<file path="src/rtl/metronome_seq.sv">
// metronome_seq: tempo-driven step sequencer with per-step click bursts, square-wave tone and one-hot step LEDs.
// Optional feature: define ACCENT_EN so the accent input selects the higher ACC_HZ click pitch.
module metronome_seq #(
  parameter int CLK_HZ    = 25000000,
  parameter int SUBDIV    = 4,
  parameter int STEPS     = 16,
  parameter int BPM_W     = 8,
  parameter int TONE_HZ   = 2500,
  parameter int ACC_HZ    = 5000,
  parameter int CLICK_CYC = 2500000
) (
  input  logic                     clk,
  input  logic                     rst_n,
  input  logic                     en,
  input  logic [BPM_W-1:0]         bpm,
  input  logic [$clog2(STEPS)-1:0] len,
  input  logic [STEPS-1:0]         pattern,
  input  logic [STEPS-1:0]         accent,
  output logic [$clog2(STEPS)-1:0] step_idx,
  output logic                     step_tick,
  output logic [STEPS-1:0]         led,
  output logic                     bell,
  output logic                     clicking
);

  localparam int     IDX_W     = $clog2(STEPS);
  localparam longint PERIOD_L  = longint'(CLK_HZ) * 64'd60;
  localparam int     ACC_W     = $clog2(PERIOD_L + (64'd1 << BPM_W) * longint'(SUBDIV));
  localparam int     TONE_HALF = CLK_HZ / (2 * TONE_HZ);
  localparam int     ACC_HALF  = CLK_HZ / (2 * ACC_HZ);
  localparam int     HALF_MAX  = (TONE_HALF > ACC_HALF) ? TONE_HALF : ACC_HALF;
  localparam int     HALF_W    = $clog2(HALF_MAX + 1);
  localparam int     BURST_W   = $clog2(CLICK_CYC + 1);

  localparam logic [ACC_W-1:0]   PERIOD   = ACC_W'(PERIOD_L);
  localparam logic [HALF_W-1:0]  TONE_M1  = HALF_W'(TONE_HALF - 1);
  localparam logic [BURST_W-1:0] BURST_LD = BURST_W'(CLICK_CYC - 1);
  localparam logic [STEPS-1:0]   LED_ONE  = STEPS'(1);
  localparam logic [IDX_W-1:0]   IDX_LAST = IDX_W'(STEPS - 1);

  logic [ACC_W-1:0]   r_acc;
  logic               r_en_d;
  logic [IDX_W-1:0]   r_idx;
  logic               r_tick;
  logic [STEPS-1:0]   r_led;
  logic [BURST_W-1:0] r_burst;
  logic [HALF_W-1:0]  r_tone;
  logic [HALF_W-1:0]  r_half_m1;
  logic               r_bell;
  logic               r_clicking;

  logic [ACC_W-1:0]   w_inc;
  logic [ACC_W-1:0]   w_sum;
  logic               w_rise;
  logic               w_adv;
  logic               w_wrap;
  logic               w_tick;
  logic               w_click;
  logic [IDX_W-1:0]   w_idx_nxt;
  logic [HALF_W-1:0]  w_half_m1;

  assign w_inc  = ACC_W'(bpm) * ACC_W'(SUBDIV);
  assign w_sum  = r_acc + w_inc;
  assign w_rise = en & ~r_en_d;
  assign w_adv  = en & r_en_d & (w_sum >= PERIOD);
  assign w_wrap = (r_idx >= len) || (r_idx == IDX_LAST);
  assign w_tick = w_rise | w_adv;

  always_comb begin
    w_idx_nxt = r_idx;
    if (w_rise)
      w_idx_nxt = '0;
    else if (w_adv)
      w_idx_nxt = w_wrap ? '0 : r_idx + IDX_W'(1);
  end

  assign w_click = w_tick & pattern[w_idx_nxt];

`ifdef ACCENT_EN
  localparam logic [HALF_W-1:0] ACC_M1 = HALF_W'(ACC_HALF - 1);
  assign w_half_m1 = accent[w_idx_nxt] ? ACC_M1 : TONE_M1;
`else
  logic w_unused_accent;
  assign w_unused_accent = ^accent;
  assign w_half_m1       = TONE_M1;
`endif

  // Stage 1: phase accumulator, step index and LED bar; the first enabled cycle restarts at step 0
  always_ff @(posedge clk or negedge rst_n) begin
    if (!rst_n) begin
      r_acc  <= '0;
      r_en_d <= 1'b0;
      r_idx  <= '0;
      r_tick <= 1'b0;
      r_led  <= '0;
    end else if (!en) begin
      r_acc  <= '0;
      r_en_d <= 1'b0;
      r_idx  <= '0;
      r_tick <= 1'b0;
      r_led  <= '0;
    end else begin
      r_en_d <= 1'b1;
      r_acc  <= w_rise ? '0 : (w_adv ? w_sum - PERIOD : w_sum);
      r_idx  <= w_idx_nxt;
      r_tick <= w_tick;
      r_led  <= LED_ONE << w_idx_nxt;
    end
  end

  // Stage 2: click burst and tone generator; a new click always restarts the burst and its pitch
  always_ff @(posedge clk or negedge rst_n) begin
    if (!rst_n) begin
      r_burst    <= '0;
      r_tone     <= '0;
      r_half_m1  <= TONE_M1;
      r_bell     <= 1'b0;
      r_clicking <= 1'b0;
    end else if (!en) begin
      r_burst    <= '0;
      r_tone     <= '0;
      r_bell     <= 1'b0;
      r_clicking <= 1'b0;
    end else if (w_click) begin
      r_burst    <= BURST_LD;
      r_tone     <= '0;
      r_half_m1  <= w_half_m1;
      r_bell     <= 1'b0;
      r_clicking <= 1'b1;
    end else if (r_clicking) begin
      if (r_burst == '0) begin
        r_clicking <= 1'b0;
        r_bell     <= 1'b0;
        r_tone     <= '0;
      end else begin
        r_burst <= r_burst - BURST_W'(1);
        if (r_tone == r_half_m1) begin
          r_bell <= ~r_bell;
          r_tone <= '0;
        end else begin
          r_tone <= r_tone + HALF_W'(1);
        end
      end
    end
  end

  assign step_idx  = r_idx;
  assign step_tick = r_tick;
  assign led       = r_led;
  assign bell      = r_bell;
  assign clicking  = r_clicking;

endmodule

</file>
<file path="config.mk">
export PLATFORM = sky130hd
export DESIGN_NAME = metronome_seq
export DESIGN_NICKNAME = d
export VERILOG_FILES = /design/src/rtl/metronome_seq.sv
export SDC_FILE = /design/constraint.sdc
export NUM_CORES = 1
export LEC_CHECK = 0
export CAP_MARGIN = 15
export CELL_PAD_IN_SITES_DETAIL_PLACEMENT = 0
export CELL_PAD_IN_SITES_GLOBAL_PLACEMENT = 1
export CORE_AREA = 2 2 127 129
export CTS_CLUSTER_SIZE = 8
export DETAILED_ROUTE_END_ITERATION = 10
export DIE_AREA = 0 0 129 131
export GPL_TIMING_DRIVEN = 0
export MAX_ROUTING_LAYER = met4
export PLACE_DENSITY = 0.75
export SLEW_MARGIN = 0
export SYNTH_ARGS = -nofsm -noshare
export SYNTH_HDL_FRONTEND = slang
export SYNTH_SLANG_ARGS = --single-unit
</file>
<file path="constraint.sdc">
create_clock -name clk -period 4.46 [get_ports clk]
set_input_delay 0.892 -clock clk [delete_from_list [all_inputs] [get_ports clk]]
set_output_delay 0.892 -clock clk [all_outputs]
set_load 0.02 [all_outputs]
</file>
==> out/results.ini <==
[placement]
detailedPlacementHpwl_mm=11.52
dpl.cell_count=947
gpl.final_weighted_congestion=0.8850
port_buffers=53

[cells_and_area]
drive_above_1_share=0.2390
layoutNonFillerInstCount=1011
combined_area_of_the_multi_input_logic_cells_sq_mm=0.004188
area_growth_from_synthesis_to_layout_pct=34.94
final_nets=854
insertedDiodeCount=0
layout.filler_cells=1423
register_area_sq_mm=0.002202
utilization=0.5282

[sta]
slew_headroom=0.2848
clock.fmax_ghz=0.2048
fin_crit_ns=4.883
skew_ns=0.01078
final.setup.tns_ns=-13.48
finalSetupViolCount=37
report.final.slew_viol_count=0
slew_at_the_pin_closest_to_its_max_slew_limit_ns=1.073
count_of_final_hold_check_violations=0
hold_ws_ns=0.4100
setup_slack_ns=-0.4227
grt_setup_unrepaired=true
final_min_period_over_clock_period=1.095

[critical_path]
worst_path_dominant_cell_family=compound AO/OA/AOI/OAI gates
startpoint_type=input port
crit_type=in -> reg
critPathMaxStageDelay_ns=0.41
critPathMaxFanout=5
crit-reg2reg-launch=r_acc[2]$_DFF_PN0_
worst_ep_arrival_time_ns=5.13
worst-endpoint-required_ns=4.71
setup.worst_path.end_class=flop
crit_top_cell=sky130_fd_sc_hd__buf_6
worstPathCellList=buf_6 -> ha_4 -> inv_2 -> fa_2 -> nand2b_4 -> a21boi_4 -> o21ai_4 -> buf_6 -> or4_4 -> and2_4 -> nor3_4 -> nand3b_4 -> buf_12 -> o211a_1 -> a211oi_4 -> buf_6 -> mux2_4 -> o221a_1 -> o211ai_4 -> o21ai_4 -> buf_6 -> buf_16 -> a21o_1
worstSetupStartpoint=bpm[0]
worst-path-buf-inv=7
crit_path_top_delay_cell=sky130_fd_sc_hd__or4_4

[clock_tree]
cts_num_sinks=88
clk_pin_slew_ns=0.07
root_buffer_selected_by_cts=sky130_fd_sc_hd__clkbuf_16
cts_buffers=9
max-clock-path-buffers=2
cts_tree=built
clock_latency_ns=0.36
number_of_h_tree_levels=3

[global_routing]
grt_first_pass_wirelength_mm=27.17
largest_net_degree_at_the_start_of_global_routing=72
grtUsageTotal=0.2091
first_global_vias=5427
global_route.overflow_total=0
antenna_violations_before_repair=0

[die]
io-pin-count=70
core_region_area_sq_mm=0.01560
initial_core_util=0.3915
num_rows=46
design.die.area_sq_mm=0.01690
die_height_um=131
die_w_um=129

[run]
maxCapViolations=0

[drt]
drt-initial-drc-count=451
drt_pre_antenna_iters=4
postRouteAntennaNets=0
via_count=5461
wire_per_inst_um=16.79
drt_drc_violations_left=0
via_per_inst=5.402
drt_wl_total_mm=16.97

[logic_synthesis]
yosys_warnings=0
synth_cell_types=89
ys_ff_latch=88
ys_seq_area_frac=0.3607
syn-cell-area_sq_mm=0.006106
synthFlopType=sky130_fd_sc_hd__dfrtp_1
synth.net_count=741
edff_count_synth=0
syn_area_per_cell_sq_um=9.019
number_of_instances_in_the_synthesized_netlist=677
synthArstFlopShare=1.000

[pwr]
p_per_area_mw_per_mm2=249.1
max-vdd-ir-drop_mv=0.2126
total_leakage_power_nw=3.475
power.clock.fraction=0.391
cell_internal_pwr_mw=1.449
switching_power_mw=0.6035
sequentialPowerShare=0.417
share_comb_of_total_power=0.192
power.switching_fraction=0.2941

[run_status]
outcome=finished with violations
failed_checks=negative setup slack

[hold_path]
min_path_type=in -> async

-- per-layer routing --
| metal | vias to the layer above | global-route usage | wire length, um |
|---|---|---|---|
| met2 | 98 | 0.3153 | 8024 |
| met4 | 0 | 0.07673 | 301 |
| met3 | 25 | 0.02565 | 498 |
| met5 | - | - | 0 |
| met1 | 2700 | 0.2901 | 8147 |
| li1 | 2638 | - | - |
-- worst paths after layout --
| kind | endpoint | slack (ns) | cells after the start |
|---|---|---|---|
| max in group asynchronous | r_acc[27]$_DFF_PN0_ | 3.40 | 2 |
| hold reg to reg | r_tone[1]$_DFFE_PN0P_ | 0.57 | 2 |
| min in group clk | r_tone[1]$_DFFE_PN0P_ | 0.57 | 2 |
| setup reg to reg | clicking$_DFF_PN0_ | -0.21 | 22 |
| setup / recovery | clicking$_DFF_PN0_ | -0.42 | 23 |
| hold / removal | r_acc[11]$_DFF_PN0_ | 0.41 | 1 |
-- layout make-up --
type	count	share of cell area
repair buffers	105	0.1256
well taps	216	0.03280
inverters	19	0.008656
flip-flops and latches	88	0.2673
clock inverters	7	0.009415
multi-input cells	541	0.5083
clock buffers	9	0.02733
plain buffers	26	0.02065
-- through the flow --
stage	cell area (sq um)	total power [mW]	setup slack (ns)
after CTS	7889	2.047	-0.4330
after floorplan	6187	1.090	-0.3319
after global routing	8239	2.147	-0.5528
final	8239	2.052	-0.4227
after detailed placement	7013	1.201	-1.718
after global placement	6988	1.191	-1.672
-- cells in the mapped netlist, types with 11 or more instances --
cell,instances,share of area
sky130_fd_sc_hd__ha_1,16,0.033
sky130_fd_sc_hd__o21ai_0,24,0.020
sky130_fd_sc_hd__nor3_1,19,0.016
sky130_fd_sc_hd__dfrtp_1,88,0.36
sky130_fd_sc_hd__and3_1,23,0.024
sky130_fd_sc_hd__nand3_1,28,0.023
sky130_fd_sc_hd__xnor2_1,47,0.067
sky130_fd_sc_hd__nand2_1,57,0.035
sky130_fd_sc_hd__nor3_2,20,0.033
sky130_fd_sc_hd__clkbuf_1,17,0.010
sky130_fd_sc_hd__inv_1,19,0.012
sky130_fd_sc_hd__a21oi_1,29,0.024
sky130_fd_sc_hd__nor2_1,88,0.054
sky130_fd_sc_hd__a21o_1,11,0.014
sky130_fd_sc_hd__xor2_1,24,0.034
-- power by group through the flow --
stage | Clock (mW) | Combinational [mW] | Sequential, mW
6_report | 0.802 | 0.395 | 0.855
5_1_grt | 0.856 | 0.432 | 0.859
4_1_cts | 0.822 | 0.370 | 0.854
3_5_place_dp | 0 | 0.333 | 0.869
3_3_place_gp | 0 | 0.324 | 0.867
2_1_floorplan | 0 | 0.225 | 0.865
-- cell usage in the layout, fill, tap and decap left out, types with 11 or more instances in the layout --
| cell | n |
|---|---|
| sky130_fd_sc_hd__dfrtp_1 | 88 |
| sky130_fd_sc_hd__nor2_1 | 83 |
| sky130_fd_sc_hd__nand2_1 | 55 |
| sky130_fd_sc_hd__xnor2_1 | 44 |
| sky130_fd_sc_hd__clkdlybuf4s50_1 | 44 |
| sky130_fd_sc_hd__buf_4 | 43 |
| sky130_fd_sc_hd__nand3_1 | 28 |
| sky130_fd_sc_hd__a21oi_1 | 26 |
| sky130_fd_sc_hd__o21ai_0 | 23 |
| sky130_fd_sc_hd__xor2_1 | 22 |
| sky130_fd_sc_hd__and3_1 | 21 |
| sky130_fd_sc_hd__nor3_1 | 18 |
| sky130_fd_sc_hd__inv_1 | 17 |
| sky130_fd_sc_hd__nor3_4 | 14 |
| sky130_fd_sc_hd__clkbuf_1 | 13 |
| sky130_fd_sc_hd__a21o_1 | 11 |
| sky130_fd_sc_hd__clkbuf_16 | 11 |
-- timing repair --
item / in CTS / in global routing
cloned: 2 / 2
pin swaps: 39 / 23
hold buffers: 0 / 0
buffers inserted: 34 / 14
gates resized for setup: 71 / 48
endpoints found under the setup margin: 79 / 65
-- registers in the layout, indices dropped and copies added, names as in the netlist --
register   flops
led           16
r_acc         29
r_en_d         1
step_idx       4
bell           1
clicking       1
r_burst       22
r_tone        13
step_tick      1
-- cells by family (layout without fill, tap and decap cells) --
group	count (synthesis)	after routing	synth area share
AND/OR/NAND/NOR	298	298	0.2627
AO/OA/AOI/OAI	144	145	0.1814
flip-flops	88	88	0.3607
XOR/XNOR	72	72	0.1045
buffers and inverters	49	166	0.03811
adder cells (fa/ha/maj)	17	17	0.03607
multiplexers	9	9	0.01660
-- worst register-to-register path, delay by kind of cell (launching register included) --
kind	cells	cell delay, ns
AND/OR/NAND/NOR	5	1.10
adder cells (fa/ha/maj)	2	0.49
flip-flops	1	0.38
AO/OA/AOI/OAI	8	1.55
buffers and inverters	6	0.73
multiplexers	1	0.30
(Power assumes the default switching activity.)
